==> config.mk <==
export PLATFORM = sky130hd
export DESIGN_NAME = vga_timing_monitor
export DESIGN_NICKNAME = d
export VERILOG_FILES = /design/src/rtl/vga_timing_monitor.sv
export SDC_FILE = /design/constraint.sdc
export NUM_CORES = 1
export LEC_CHECK = 0
export BUFFER_PORTS_ARGS = -buffer_cell sky130_fd_sc_hd__buf_2
export CELL_PAD_IN_SITES_DETAIL_PLACEMENT = 1
export CELL_PAD_IN_SITES_GLOBAL_PLACEMENT = 1
export CORE_ASPECT_RATIO = 0.5
export CORE_UTILIZATION = 40
export CTS_CLUSTER_DIAMETER = 200
export DETAILED_ROUTE_END_ITERATION = 16
export PLACE_DENSITY_LB_ADDON = 0.1
export SKIP_LAST_GASP = 1
export SLEW_MARGIN = 40
export SYNTH_ARGS = -nofsm -noshare
export SYNTH_HDL_FRONTEND = slang
export SYNTH_SLANG_ARGS = --single-unit
==> constraint.sdc <==
create_clock -name clk -period 4.1 [get_ports clk]
set_clock_uncertainty 0.1 [all_clocks]
set_input_delay 0.41 -clock clk [delete_from_list [all_inputs] [get_ports clk]]
set_output_delay 0.41 -clock clk [all_outputs]
set_load 0.02 [all_outputs]
==> src/rtl/vga_timing_monitor.sv <==
// vga_timing_monitor: recovers pixel coordinates from a VGA-timed h_sync/v_sync/DE stream
// and checks line, frame, sync and active lengths, declaring lock after consecutive good frames.
module vga_timing_monitor #(
  parameter int H_ACTIVE    = 640,
  parameter int H_TOTAL     = 800,
  parameter int H_SYNC      = 96,
  parameter int V_ACTIVE    = 480,
  parameter int V_TOTAL     = 525,
  parameter int V_SYNC      = 2,
  parameter int LOCK_FRAMES = 2
) (
  input  logic       clk,
  input  logic       reset,
  input  logic       pclk,
  input  logic       h_sync,
  input  logic       v_sync,
  input  logic       DE,
  output logic [9:0] x_pixel,
  output logic [9:0] y_pixel,
  output logic       pix_valid,
  output logic       frame_start,
  output logic       locked,
  output logic       err_h,
  output logic       err_v,
  output logic       err_de,
  output logic [9:0] h_total_meas
);
  localparam logic [9:0] P_HA = H_ACTIVE[9:0];
  localparam logic [9:0] P_HT = H_TOTAL[9:0];
  localparam logic [9:0] P_HS = H_SYNC[9:0];
  localparam logic [9:0] P_VA = V_ACTIVE[9:0];
  localparam logic [9:0] P_VT = V_TOTAL[9:0];
  localparam logic [9:0] P_VS = V_SYNC[9:0];
  localparam logic [2:0] P_LF = LOCK_FRAMES[2:0];
  typedef enum logic [1:0] {SEARCH, VERIFY, LOCKED} state_t;
  state_t     r_state;
  logic       r_hs_p, r_vs_p, r_de_p, r_line_ok;
  logic [9:0] r_h_cnt, r_hs_w, r_lines, r_vs_w, r_de_run, r_act_lines;
  logic [2:0] r_good;
  logic       w_hs_fall, w_hs_rise, w_vs_fall, w_de_fall, w_chk;
  logic       w_err_h, w_err_v, w_err_de, w_err;
  function automatic logic [9:0] sat_inc(input logic [9:0] v);
    return (v == 10'h3ff) ? v : v + 10'd1;
  endfunction
  always_comb begin
    w_hs_fall = r_hs_p & ~h_sync;
    w_hs_rise = ~r_hs_p & h_sync;
    w_vs_fall = r_vs_p & ~v_sync;
    w_de_fall = r_de_p & ~DE;
    w_chk     = r_state != SEARCH;
    // a line with no hsync fall is flagged once, as h_cnt steps onto its saturation value
    w_err_h   = w_chk & ((w_hs_fall & r_line_ok & (sat_inc(r_h_cnt) != P_HT)) |
                         (w_hs_rise & (r_hs_w != P_HS)) |
                         (~w_hs_fall & (r_h_cnt == 10'd1022)));
    w_err_v   = w_chk & w_vs_fall & ((r_lines != P_VT) | (r_vs_w != P_VS));
    w_err_de  = w_chk & ((w_de_fall & (r_de_run != P_HA)) | (w_vs_fall & (r_act_lines != P_VA)));
    w_err     = w_err_h | w_err_v | w_err_de;
  end
  always_ff @(posedge clk or posedge reset) begin
    if (reset) begin
      r_state      <= SEARCH;
      r_hs_p       <= 1'b1;
      r_vs_p       <= 1'b1;
      r_de_p       <= 1'b0;
      r_line_ok    <= 1'b0;
      r_good       <= '0;
      r_h_cnt      <= '0;
      r_hs_w       <= '0;
      r_lines      <= '0;
      r_vs_w       <= '0;
      r_de_run     <= '0;
      r_act_lines  <= '0;
      x_pixel      <= '0;
      y_pixel      <= '0;
      pix_valid    <= 1'b0;
      frame_start  <= 1'b0;
      locked       <= 1'b0;
      err_h        <= 1'b0;
      err_v        <= 1'b0;
      err_de       <= 1'b0;
      h_total_meas <= '0;
    end else begin
      pix_valid   <= pclk & DE;
      frame_start <= pclk & w_vs_fall;
      err_h       <= pclk & w_err_h;
      err_v       <= pclk & w_err_v;
      err_de      <= pclk & w_err_de;
      if (pclk) begin
        r_hs_p      <= h_sync;
        r_vs_p      <= v_sync;
        r_de_p      <= DE;
        r_h_cnt     <= w_hs_fall ? '0 : sat_inc(r_h_cnt);
        r_hs_w      <= w_hs_rise ? '0 : h_sync ? r_hs_w : sat_inc(r_hs_w);
        // a coincident hsync/DE fall belongs to the frame that the vsync fall opens
        r_lines     <= w_vs_fall ? {9'd0, w_hs_fall} : w_hs_fall ? sat_inc(r_lines) : r_lines;
        r_vs_w      <= w_vs_fall ? {9'd0, w_hs_fall} : (w_hs_fall & ~v_sync) ? sat_inc(r_vs_w) : r_vs_w;
        r_de_run    <= w_de_fall ? '0 : DE ? sat_inc(r_de_run) : r_de_run;
        r_act_lines <= w_vs_fall ? {9'd0, w_de_fall} : w_de_fall ? sat_inc(r_act_lines) : r_act_lines;
        if (w_hs_fall) h_total_meas <= sat_inc(r_h_cnt);
        if (DE) x_pixel <= r_de_p ? x_pixel + 10'd1 : '0;
        if (w_vs_fall) y_pixel <= '0;
        else if (w_de_fall) y_pixel <= y_pixel + 10'd1;
        if (r_state == SEARCH) begin
          if (w_vs_fall) begin
            r_state   <= VERIFY;
            r_good    <= '0;
            r_line_ok <= 1'b0;
          end
        end else if (w_err) begin
          r_state <= SEARCH;
          locked  <= 1'b0;
        end else begin
          if (w_hs_fall) r_line_ok <= 1'b1;
          if (w_vs_fall && r_state == VERIFY) begin
            r_good <= r_good + 3'd1;
            if (r_good + 3'd1 == P_LF) begin
              r_state <= LOCKED;
              locked  <= 1'b1;
            end
          end
        end
      end
    end
  end
endmodule

# [Word-level counts from Yosys, hierarchy flattened]
# Cells that the tools add are included.
[word_totals] wordCells=146 memories=0 in_bits=6 latchBits=0 register_bits=105 mem_bits_ro=0 ram_bits=0 output_inout_bits=36
[classes] n_eq_ne=23 mux=36 n_shift=0 reduce_logical=25 bitwise=32 div=0 n_addsub=9 order_cmp=0 multipliers=0
[op_table] cell="two-way mux 10 bit" n=20
[op_table] cell="adder 10 x 1 -> 10 bit, second input constant" n=8
[op_table] cell="== test 10 bit, second input constant" n=7
[op_table] cell="inequality test 10 bit, second input constant" n=3
[op_table] cell="AND 1 bit" n=20
[op_table] cell="nonzero test 2 bit" n=9
[op_table] cell="AND reduction 4 bit" n=4
[op_table] cell="AND reduction 3 bit" n=5
[op_table] cell="two-way mux 3 bit" n=4
[op_table] cell="inequality test 2 bit, second input constant" n=6
[op_table] cell="two-way mux 2 bit" n=5
[op_table] cell="inequality test 10 x 2 -> 1 bit, second input constant" n=1
[op_table] cell="inequality test 10 x 7 -> 1 bit, second input constant" n=1
[op_table] cell="inequality test 10 x 9 -> 1 bit, second input constant" n=1
[op_table] cell="two-way mux 1 bit" n=7
[op_table] cell="NOT 1 bit" n=6
[op_table] cell="bitwise OR 1 bit" n=6
[op_table] cell="AND reduction 2 bit" n=3
[op_table] cell="nonzero test 3 bit" n=2
[op_table] cell="inequality test 2 x 1 -> 1 bit, second input constant" n=2
[op_table] cell="adder 3 x 1 -> 3 bit, second input constant" n=1
[op_table] cell="== test 3 x 2 -> 1 bit, second input constant" n=1
[op_table] cell="== test 2 x 1 -> 1 bit, second input constant" n=1
[op_table] cell="zero test 2 bit" n=1
[op_table] cell="logical AND 1 bit" n=1

# [Depth between registers and ports, before layout]
# Gate-level depths: netlist of run 1.
[logic_depth] word_depth=11 ltp_mapped=9 ltp_nobuf=8

# [Worst setup path before layout of run 1]
# OpenSTA, ideal clock, no wires.
[synth_timing] path_kind="reg-to-reg" start="register r_h_cnt[1]" end="register locked" arrival_time_ns=2.000 t_required_ns=3.914 path_buffers=2 path_stages_with_launch=9 synth_period_minus_slack_ns=2.186 path_slack_ns=1.914 setup_time_ns=0.086 cell_sequence="dfrtp_1 ha_1 clkbuf_1 xor2_1 nor4_4 a31oi_4 or2_1 buf_6 a32oi_2"
[synth_between] elab_chain_len=11 word_cells_on_any_way=16 classes_between="1 x add/sub; 3 x eq/ne; 2 x mux; 7 x bitwise; 3 x reduce/logical"
[synth_lines] element="from (decl)" line_no="38" rtl="logic [9:0] r_h_cnt, r_hs_w, r_lines, r_vs_w, r_de_run, r_act_lines;"
[synth_lines] element="from (signal assigned)" line_no="92" rtl="r_h_cnt <= w_hs_fall ? '0 : sat_inc(r_h_cnt);"
[synth_lines] element="adder 10 x 1 -> 10 bit or == test 10 bit (tied branches)" line_no="43" rtl="return (v == 10'h3ff) ? v : v + 10'd1;"
[synth_lines] element="two-way mux 10 bit" line_no="43"
[synth_lines] element="inequality test 10 bit" line_no="52" rtl="w_err_h = w_chk & ((w_hs_fall & r_line_ok & (sat_inc(r_h_cnt) != P_HT)) |"
[synth_lines] element="AND 1 bit" line_no="52"
[synth_lines] element="bitwise OR 1 bit" line_no="52"
[synth_lines] element="bitwise OR 1 bit (*)" line_no="53" rtl="(w_hs_rise & (r_hs_w != P_HS)) |"
[synth_lines] element="AND 1 bit (*)" line_no="52"
[synth_lines] element="bitwise OR 1 bit (*) (2 in a row)" line_no="57" rtl="w_err = w_err_h | w_err_v | w_err_de;"
[synth_lines] element="nonzero test 2 bit (no line)"
[synth_lines] element="AND reduction 4 bit (no line)"
[synth_lines] element="to (signal assigned)" line_no="77" rtl="locked <= 1'b0;"
[synth_lines] element="to (signal assigned)" line_no="111" rtl="locked <= 1'b0;"
[synth_lines] element="to (signal assigned)" line_no="118" rtl="locked <= 1'b1;"
[synth_lines] element="to (decl)" line_no="22" rtl="output logic locked,"
# Mark *: on every way between the ends. The rest lies on a longest branch, timed or not.
# A chain may end at the register's enable or synchronous reset.

# [Final worst setup path of run 1]
[layout_timing] start="register r_vs_p" end="register r_act_lines[9]"
[layout_between] elab_chain_len=3 word_cells_on_any_way=5 classes_between="1 x eq/ne; 1 x mux; 1 x bitwise; 2 x reduce/logical"
[layout_lines] element="from (decl)" line_no="37" rtl="logic r_hs_p, r_vs_p, r_de_p, r_line_ok;"
[layout_lines] element="from (signal assigned)" line_no="90" rtl="r_vs_p <= v_sync;"
[layout_lines] element="AND 1 bit (*)" line_no="48" rtl="w_vs_fall = r_vs_p & ~v_sync;"
[layout_lines] element="inequality test 2 bit (no line) or nonzero test 2 bit (tied branches)"
[layout_lines] element="AND reduction 3 bit (no line)"
[layout_lines] element="to (signal assigned)" line_no="98" rtl="r_act_lines <= w_vs_fall ? {9'd0, w_de_fall} : w_de_fall ? sat_inc(r_act_lines) : r_act_lines;"
[layout_lines] element="to (decl)" line_no="38"
# Marked as above.

==> metrics, run 1 <==
status finished, final reports clean; initial antenna violation count 0; final wirelength ~13000 um; Post-synth EDFFs 0; die area about 0.015 sq mm; Worst Setup SP r_vs_p; vias in the first global route roughly 4500; first-pass GRT wire length 22600 um; cts hold-fix bufs 0; Final Hold Fails 0; Syn Area/Cell 9.67 sq um; Cells after Synth 580; largest net degree at the start of global routing between 60 and 70; share of layout cells above drive strength 1 ~15%; CTS Sinks about 110; post-DR vias/cell approximately 5.4; Sw Pwr approximately 0.00091 W; Pwr per Cell Area about 450 mW/mm^2; Synth Area in Compound Gates roughly 13%; post-synthesis adder-cell area fraction ~3.6%; Internal ~0.0019 W; total CTS buffers 9; starting density of the core between 40 and 50%; Synth area leader dfrtp_1; gr ovfl total 0; CP Data Arrival Time 2.94 ns; Flop pwr share roughly 47%; Combinational Power Share ~20%; NumNets Final between 600 and 700; Crit Reg-Reg Endpoint r_act_lines[9]; CTS tree built; die width roughly 170 um; Critical Path RT 4.28 ns; Post-Syn Area approximately 0.0056 sq mm; setup repair after global routing missed its margin false; fin crit period 2.76 ns; area of the core approximately 0.014 sq mm; r2r setup slk between 1 and 1.5 ns; Worst Setup Start Kind flop; Yosys warning count 0; GR Util All Layers around a fifth; per-cell routed wire length about 16 um; vias after detailed routing 4370; final worst setup slack 1.34 ns; Max-cap violations 0; Die Height 85.7 um; gpl congestion a little under 0.8; Hold WC Path Type in2async; CP endpoint kind flop; post-synthesis register bit count between 100 and 150; PortBufs between 40 and 50; Primary FF master, synth dfrtp_1; # rows 30; max-slew violations 0; CTS H-tree depth 3; root buffer cell clkbuf_16; synth cell count leaders dfrtp_1, nor2_1, nand2_1, xor2_1; Synth Area in Simple Gates 23.7%; Rel. slew slack about 60%; switch share 32.0%; Resize count post-CTS 0; Cell Count, Final, Fillers Out slightly above 800; setup TNS 0 ns; end of the critical path r_act_lines[9]; Worst Max-Slew Pin Slew ~0.6 ns; Fmax 0.362 GHz; Seq/Total Area, Yosys between 40% and 50%; post-route ant nets 0; post-synthesis share of cell area spent on xor and xnor gates about 8.3%; Finish-stage setup viols 0; area added between synthesis and finish 12.4%; mux cell area share after synthesis roughly 1.3%; Setup WS pre-CTS between 1 and 1.5 ns; main combinational cell family by area after synthesis simple AND/OR/NAND/NOR gates; drt first pass iters 4; Clk Latency, worst-skew pair roughly 0.36 ns; CTS Buffer Depth 2; total leakage power approximately 2.9 nW; most numerous cell in the Yosys netlist dfrtp_1; VDD IR max ~0.21 mV; IO Count 42; Worst Path Class, Setup reg2reg; top-area cell type share of the netlist area 46.0%; clock network power share 32.3%; Placed Instances between 700 and 800; final period utilization 67.4%; reg2reg start r_vs_p; R2R depth 7; number of DRC markers in iteration 0 215; Syn Nets approximately 600; DP Wirelength 9180 um; Yosys cell types 71; CP Max Fanout 21; Synth async-reset ratio 100%; Post-CTS Setup Inserts 0; ANT cells 0; Clock transition at path regs ~0.070 ns; largest cells by area after synthesis dfrtp_1, xor2_1, nor2_1; Post-route DRC 0
==> state kept, by name (all words and copies together) (netlist names), 2 cells and up <==
signal,cells
h_total_meas,10
r_act_lines,10
r_de_run,10
r_h_cnt,10
r_hs_w,10
r_lines,10
r_vs_w,10
x_pixel,10
y_pixel,10
r_good,3
r_state,2
==> cell type report <==
type,instances,area (sq um)
clock buffer,11,233
clock inverter,5,80.1
multi-input combinational,430,2790
tap,192,240
inverter,21,83.8
timing repair buffer,46,243
fill,1562,7320
sequential,105,2630
==> routing by layer <==
layer / GRT usage, % / up-vias / wire length (um)
li1: - / 2115 / -
met1: 26.5 / 2196 / 6570
met2: 32.3 / 48 / 5980
met3: 5.12 / 11 / 378
met4: 4.42 / 0 / 112
met5: 0 / - / 0
==> worst max-delay path: stages, from the launching register on <==
cell and delay [ns]:
dfstp_2 0.54, nor2b_1 0.43, nand2_1 0.32, inv_2 0.37
or2_2 0.22, nand4_1 0.20, or3_1 0.37, a21oi_1 0.14
==> cell families (layout without fill, tap and decap cells) <==
group                      Yosys count  count (layout)
and+or+nand+nor                    252             252
DFF                                105             105
AOI/OAI and AO/OA                  102             102
xor gates and xnor gates            53              53
buffers and inverters               45              83
adders and majority gates           16              16
muxes                                7               7
==> power groups by stage <==
stage | Sequential (W) | Combinational (W) | Clock (W)
floorplan | 0.00136 | 0.000399 | 0
global placement | 0.00136 | 0.000567 | 0
detailed placement | 0.00136 | 0.000586 | 0
CTS | 0.00135 | 0.000589 | 0.000954
global route | 0.00138 | 0.000658 | 0.000991
finish | 0.00135 | 0.000577 | 0.000919
==> layout by cell type, fill, tap and decap left out, types with 5 or more instances in the layout <==
| cell | Yosys | routed |
|---|---|---|
| a21oi_1 | 17 | 17 |
| a22o_1 | 5 | 5 |
| a31oi_1 | 7 | 7 |
| and2_1 | 10 | 10 |
| and3_1 | 15 | 15 |
| and4_1 | 8 | 8 |
| buf_2 | 6 | 41 |
| buf_4 | 1 | 5 |
| clkbuf_16 | 0 | 9 |
| dfrtp_1 | 103 | 103 |
| ha_1 | 16 | 16 |
| inv_1 | 20 | 19 |
| nand2_1 | 55 | 55 |
| nand3_1 | 30 | 30 |
| nand4_1 | 16 | 16 |
| nor2_1 | 66 | 66 |
| nor2b_1 | 6 | 5 |
| nor3_1 | 8 | 8 |
| o21ai_0 | 30 | 30 |
| o21ai_1 | 5 | 5 |
| o31ai_1 | 5 | 5 |
| or3_1 | 7 | 7 |
| xnor2_1 | 16 | 16 |
| xor2_1 | 37 | 37 |
==> worst min-delay path by stage <==
stage          slack, ns         endpoint       startpoint  cells past startpoint
4_1_cts             0.15       r_h_cnt[7]            reset                      2
5_1_grt             0.08       r_h_cnt[7]            reset                      2
3_3_place_gp        0.36  h_total_meas[7]  h_total_meas[7]                      2
3_5_place_dp        0.37  h_total_meas[9]  h_total_meas[9]                      2
2_1_floorplan       0.38        r_line_ok        r_line_ok                      2
6_report            0.01       r_h_cnt[7]            reset                      2
==> metrics by stage <==
step | hold WS [ns] | cell area (sq um) | utilization (%) | power (W)
floorplan | 0.382 | 5610 | - | 0.00176
finish | 0.0115 | 6300 | 46.2 | 0.00285
CTS | 0.147 | 6300 | 46.2 | 0.00289
global placement | 0.363 | 5980 | 43.9 | 0.00193
global route | 0.0792 | 6300 | 46.2 | 0.00302
detailed placement | 0.374 | 5980 | 43.9 | 0.00195
Note: power is estimated with default switching activity, not from simulation.
==> run 2, diff against run 1 <==
- clock period: 4.1 -> 2.7 ns (I/O delays scaled with it)
==> metrics, run 2 (synthesized netlist as in run 1, its figures left out) <==
Worst Setup Start Kind flop; Storage cell area roughly 0.0026 sq mm; Fmax between 0.4 and 0.5 GHz; status finished, violations left; setup repair after global routing missed its margin false; ANT cells 0; post-route ant nets 0; CTS Sinks roughly 110; root buffer cell clkbuf_16; number of DRC markers in iteration 0 roughly 270; CP cell instances inv_1 > ha_1 > nor4b_1 > nand4_1 > a32oi_1 > nand3_2 > or2_1 > a32oi_2; final period utilization roughly 87%; Layout Utilization 46.8%; VDD IR max 0.311 mV; IO Count 42; Critical Path RT 2.87 ns; die area 0.0145 sq mm; # rows 30; fin crit period ~2.4 ns; Max-cap violations 0; GR Util All Layers ~20%; initial antenna violation count 0; CP max-delay cell dfrtp_1; Worst Max-Slew Pin Slew between 0.6 and 0.7 ns; CTS Buffer Depth 2; NumNets Final 645; Worst path max stage delay roughly 0.38 ns; post-DR vias/cell between 5 and 6; largest net degree at the start of global routing 106; Worst Path Class, Setup reg2reg; final wirelength between 10000 and 15000 um; CP Data Arrival Time ~2.5 ns; Final Hold Fails 35; Post-CTS Setup Inserts 0; total leakage power 2.95 nW; Finish-stage setup viols 0; gpl congestion ~0.79; total power draw around 0.0043 W; max-slew violations 0; vias after detailed routing approximately 4400; Hold WC Path Type in2async; CP endpoint kind flop; fillcell total 1534; drt first pass iters 4; commonest cells after routing, fill and taps aside dfrtp_1, nor2_1, nand2_1; Clk Latency, worst-skew pair between 0.3 and 0.4 ns; first-pass GRT wire length between 20000 and 25000 um; CTS H-tree depth 3; Pwr per Cell Area around 700 mW/mm^2; die width roughly 170 um; setup TNS 0 ns; WHS -0.0429 ns; CP Max Fanout 6; failing checks negative hold slack; area added between synthesis and finish 13.8%; Multi-input gate area roughly 0.0028 sq mm; per-cell routed wire length 16.4 um; starting density of the core 41.1%; Clock transition at path regs ~0.070 ns; most common cell after layout, fill and taps aside dfrtp_1; Post-route DRC 0; PortBufs roughly 40; total CTS buffers 9; DP Wirelength about 9300 um; share of layout cells above drive strength 1 around 16%; area of the core ~0.014 sq mm; gr ovfl total 0; Resize count post-CTS 0; vias in the first global route about 4300; CTS tree built; cts hold-fix bufs 0; Die Height approximately 86 um; Rel. slew slack between 50% and 60%
run 2: per-stage QoR:
step                      instances  instance area, sq um  hold slack (ns)  worst slack [ns]
after floorplan                 580                  5610            0.322             0.514
after global placement          804                  6070            0.364             0.420
after detailed placement        804                  6070            0.373             0.349
after CTS                       818                  6380           0.0123             0.329
after global routing            818                  6380           0.0112             0.145
final                           818                  6380          -0.0429             0.344
run 2: report_power, final:
group | total [W] | leakage (nW) | switching [W] | internal [W]
clock | 0.00140 | 0.140 | 0.000596 | 0.000803
combinational | 0.000893 | 1.40 | 0.000531 | 0.000361
sequential | 0.00204 | 1.41 | 0.000263 | 0.00178
run 2: cell type report:
type	instances	share of cell area, %
Multi-Input combinational cell	430	43.7
Clock buffer	9	3.53
Timing Repair Buffer	56	5.18
Tap cell	192	3.77
Clock inverter	5	1.29
Inverter	21	1.29
Sequential cell	105	41.2
run 2: metal layers:
metal / vias to the layer above / global-route usage (%) / share of wire (%)
li1: 2124 / - / -
met1: 2205 / 27.9 / 51
met2: 46 / 31.3 / 46
met3: 8 / 4.48 / 2.3
met4: 0 / 4.67 / 0.74
met5: - / 0 / 0
run 2: final timing paths:
kind | start | to | slack [ns] | depth (start not counted)
max | r_hs_w[0] | locked | 0.34 | 8
min | reset | y_pixel[9] | -0.04 | 3
max reg2reg | r_hs_w[0] | locked | 0.34 | 8
min reg2reg | h_total_meas[9] | h_total_meas[9] | 0.39 | 2
max in group asynchronous | reset | r_hs_w[9] | 2.05 | 3
min in group clk | v_sync | r_vs_p | 0.13 | 2
run 2: worst max-delay path, delay by kind of cell (launching register included):
kind                       cells  cell delay, ns
AOI/OAI and AO/OA              2            0.55
adders and majority gates      1            0.16
buffers and inverters          1            0.14
and+or+nand+nor                4            0.94
DFF                            1            0.38
==> run 3, diff against run 2 <==
- BUFFER_PORTS_ARGS: -buffer_cell sky130_fd_sc_hd__buf_2 -> unset
- CTS_BUF_LIST: unset -> sky130_fd_sc_hd__clkbuf_16
- DONT_BUFFER_PORTS: unset -> 1
==> metrics, run 3 (synthesized netlist as in run 1, its figures left out) <==
status finished, final reports clean; Worst Path Class, Setup reg2reg; Fmax ~0.42 GHz; WHS 0.0267 ns; CTS Buffer Depth 2; Worst path max stage delay around 0.38 ns; setup TNS 0 ns; total leakage power around 2.8 nW; Multi-input gate area ~0.0028 sq mm; die width approximately 170 um; root buffer cell clkbuf_16; post-DR vias/cell 5.41; Worst Max-Slew Pin Slew roughly 0.78 ns; fillcell total approximately 1500; Worst Setup Start Kind flop; setup repair after global routing missed its margin false; Hold WC Path Type in2reg; Pwr per Cell Area approximately 700 mW/mm^2; Post-CTS Setup Inserts 0; vias after detailed routing about 4200; total power draw 0.00436 W; fin crit period between 2 and 2.5 ns; max-slew violations 0; CP Data Arrival Time ~2.6 ns; CP cell instances inv_1 > ha_1 > nor4b_1 > nand4_1 > a32oi_1 > nand3_2 > or2_1 > a32oi_2; Finish-stage setup viols 0; Final Hold Fails 0; DP Wirelength approximately 9000 um; CTS Sinks about 110; # rows 30; first-pass GRT wire length roughly 23000 um; IO Count 42; initial antenna violation count 0; gr ovfl total 0; starting density of the core about 40%; commonest cells after routing, fill and taps aside dfrtp_1, nor2_1, nand2_1; drt first pass iters 5; Clock transition at path regs roughly 0.070 ns; gpl congestion slightly above 0.8; VDD IR max a little under 0.3 mV; most common cell after layout, fill and taps aside dfrtp_1; per-cell routed wire length about 17 um; PortBufs 0; Rel. slew slack about 48%; NumNets Final around 600; GR Util All Layers roughly a fifth; final wirelength between 10000 and 15000 um; Critical Path RT 2.86 ns; ANT cells 0; number of DRC markers in iteration 0 178; total CTS buffers 9; area added between synthesis and finish 11.4%; post-route ant nets 0; area of the core approximately 0.014 sq mm; die area 0.0145 sq mm; final period utilization about nine tenths; CP max-delay cell dfrtp_1; CP endpoint kind flop; Post-route DRC 0; share of layout cells above drive strength 1 under 10%; Clk Latency, worst-skew pair about 0.35 ns; Die Height 85.7 um; CP Max Fanout 6; vias in the first global route approximately 4400; Layout Utilization a little under half; largest net degree at the start of global routing 38; Max-cap violations 0; CTS H-tree depth 3; Storage cell area 0.00263 sq mm; CTS tree built
[run 3: cell types whose count changed in the layout (fill, tap and decap cells not counted)]
cell,before,now
ha_2,0,1
buf_12,1,3
bufinv_16,2,3
buf_2,41,0
dlygate4sd3_1,0,4
clkinvlp_4,4,3
ha_1,16,15
buf_4,14,9
inv_1,19,20
[run 3: through the flow]
step           setup WS [ns]  instances  area [sq um]
2_1_floorplan          0.514        580          5610
3_5_place_dp           0.262        760          5870
3_3_place_gp           0.327        759          5850
6_report               0.302        779          6250
5_1_grt                0.108        779          6250
4_1_cts                0.208        779          6240
[run 3: what timing repair did]
action / 4_1_cts / 5_1_grt
setup endpoints to repair: 0 / 1
hold buffers: 4 / 0
gates resized for setup: 0 / 1
endpoints found under the hold margin: 49 / 0
[run 3: per-layer routing]
| metal | vias up | routed length (um) | GRT usage, % |
|---|---|---|---|
| met5 | - | 0 | 0 |
| met4 | 0 | 68 | 3.44 |
| met3 | 7 | 502 | 5.31 |
| met2 | 41 | 6200 | 32.8 |
| met1 | 2127 | 6570 | 26.4 |
| li1 | 2040 | - | - |
[run 3: path summary, 6_finish.rpt]
check                                from     endpoint  slack, ns  depth (start not counted)
worst max-delay path            r_hs_w[0]       locked       0.30                          8
worst min-delay path                 pclk   r_h_cnt[5]       0.03                          2
worst max register to register  r_hs_w[0]       locked       0.30                          8
worst min register to register  r_line_ok    r_line_ok       0.45                          2
max in group asynchronous           reset       r_hs_p       1.63                          3
min in group asynchronous           reset  r_de_run[6]       0.29                          2
[run 3: cell type report]
class	count	area share [%]
multi-input cells	430	44.7
flip-flops and latches	105	42.1
well taps	192	3.85
clock buffers	9	3.61
repair buffers	16	2.68
clock inverters	6	1.74
inverters	21	1.32
[run 3: power by group]
part	switching (W)	internal [W]
Combinational	0.000402	0.000312
Sequential	0.000373	0.00178
Clock	0.000596	0.000899
[run 3: worst max-delay path: cells and delay by family (launching register included)]
family / cells / cell delay, ns
AOI/OAI and AO/OA: 2 / 0.56
adders and majority gates: 1 / 0.16
buffers and inverters: 1 / 0.14
DFF: 1 / 0.38
and+or+nand+nor: 4 / 0.98
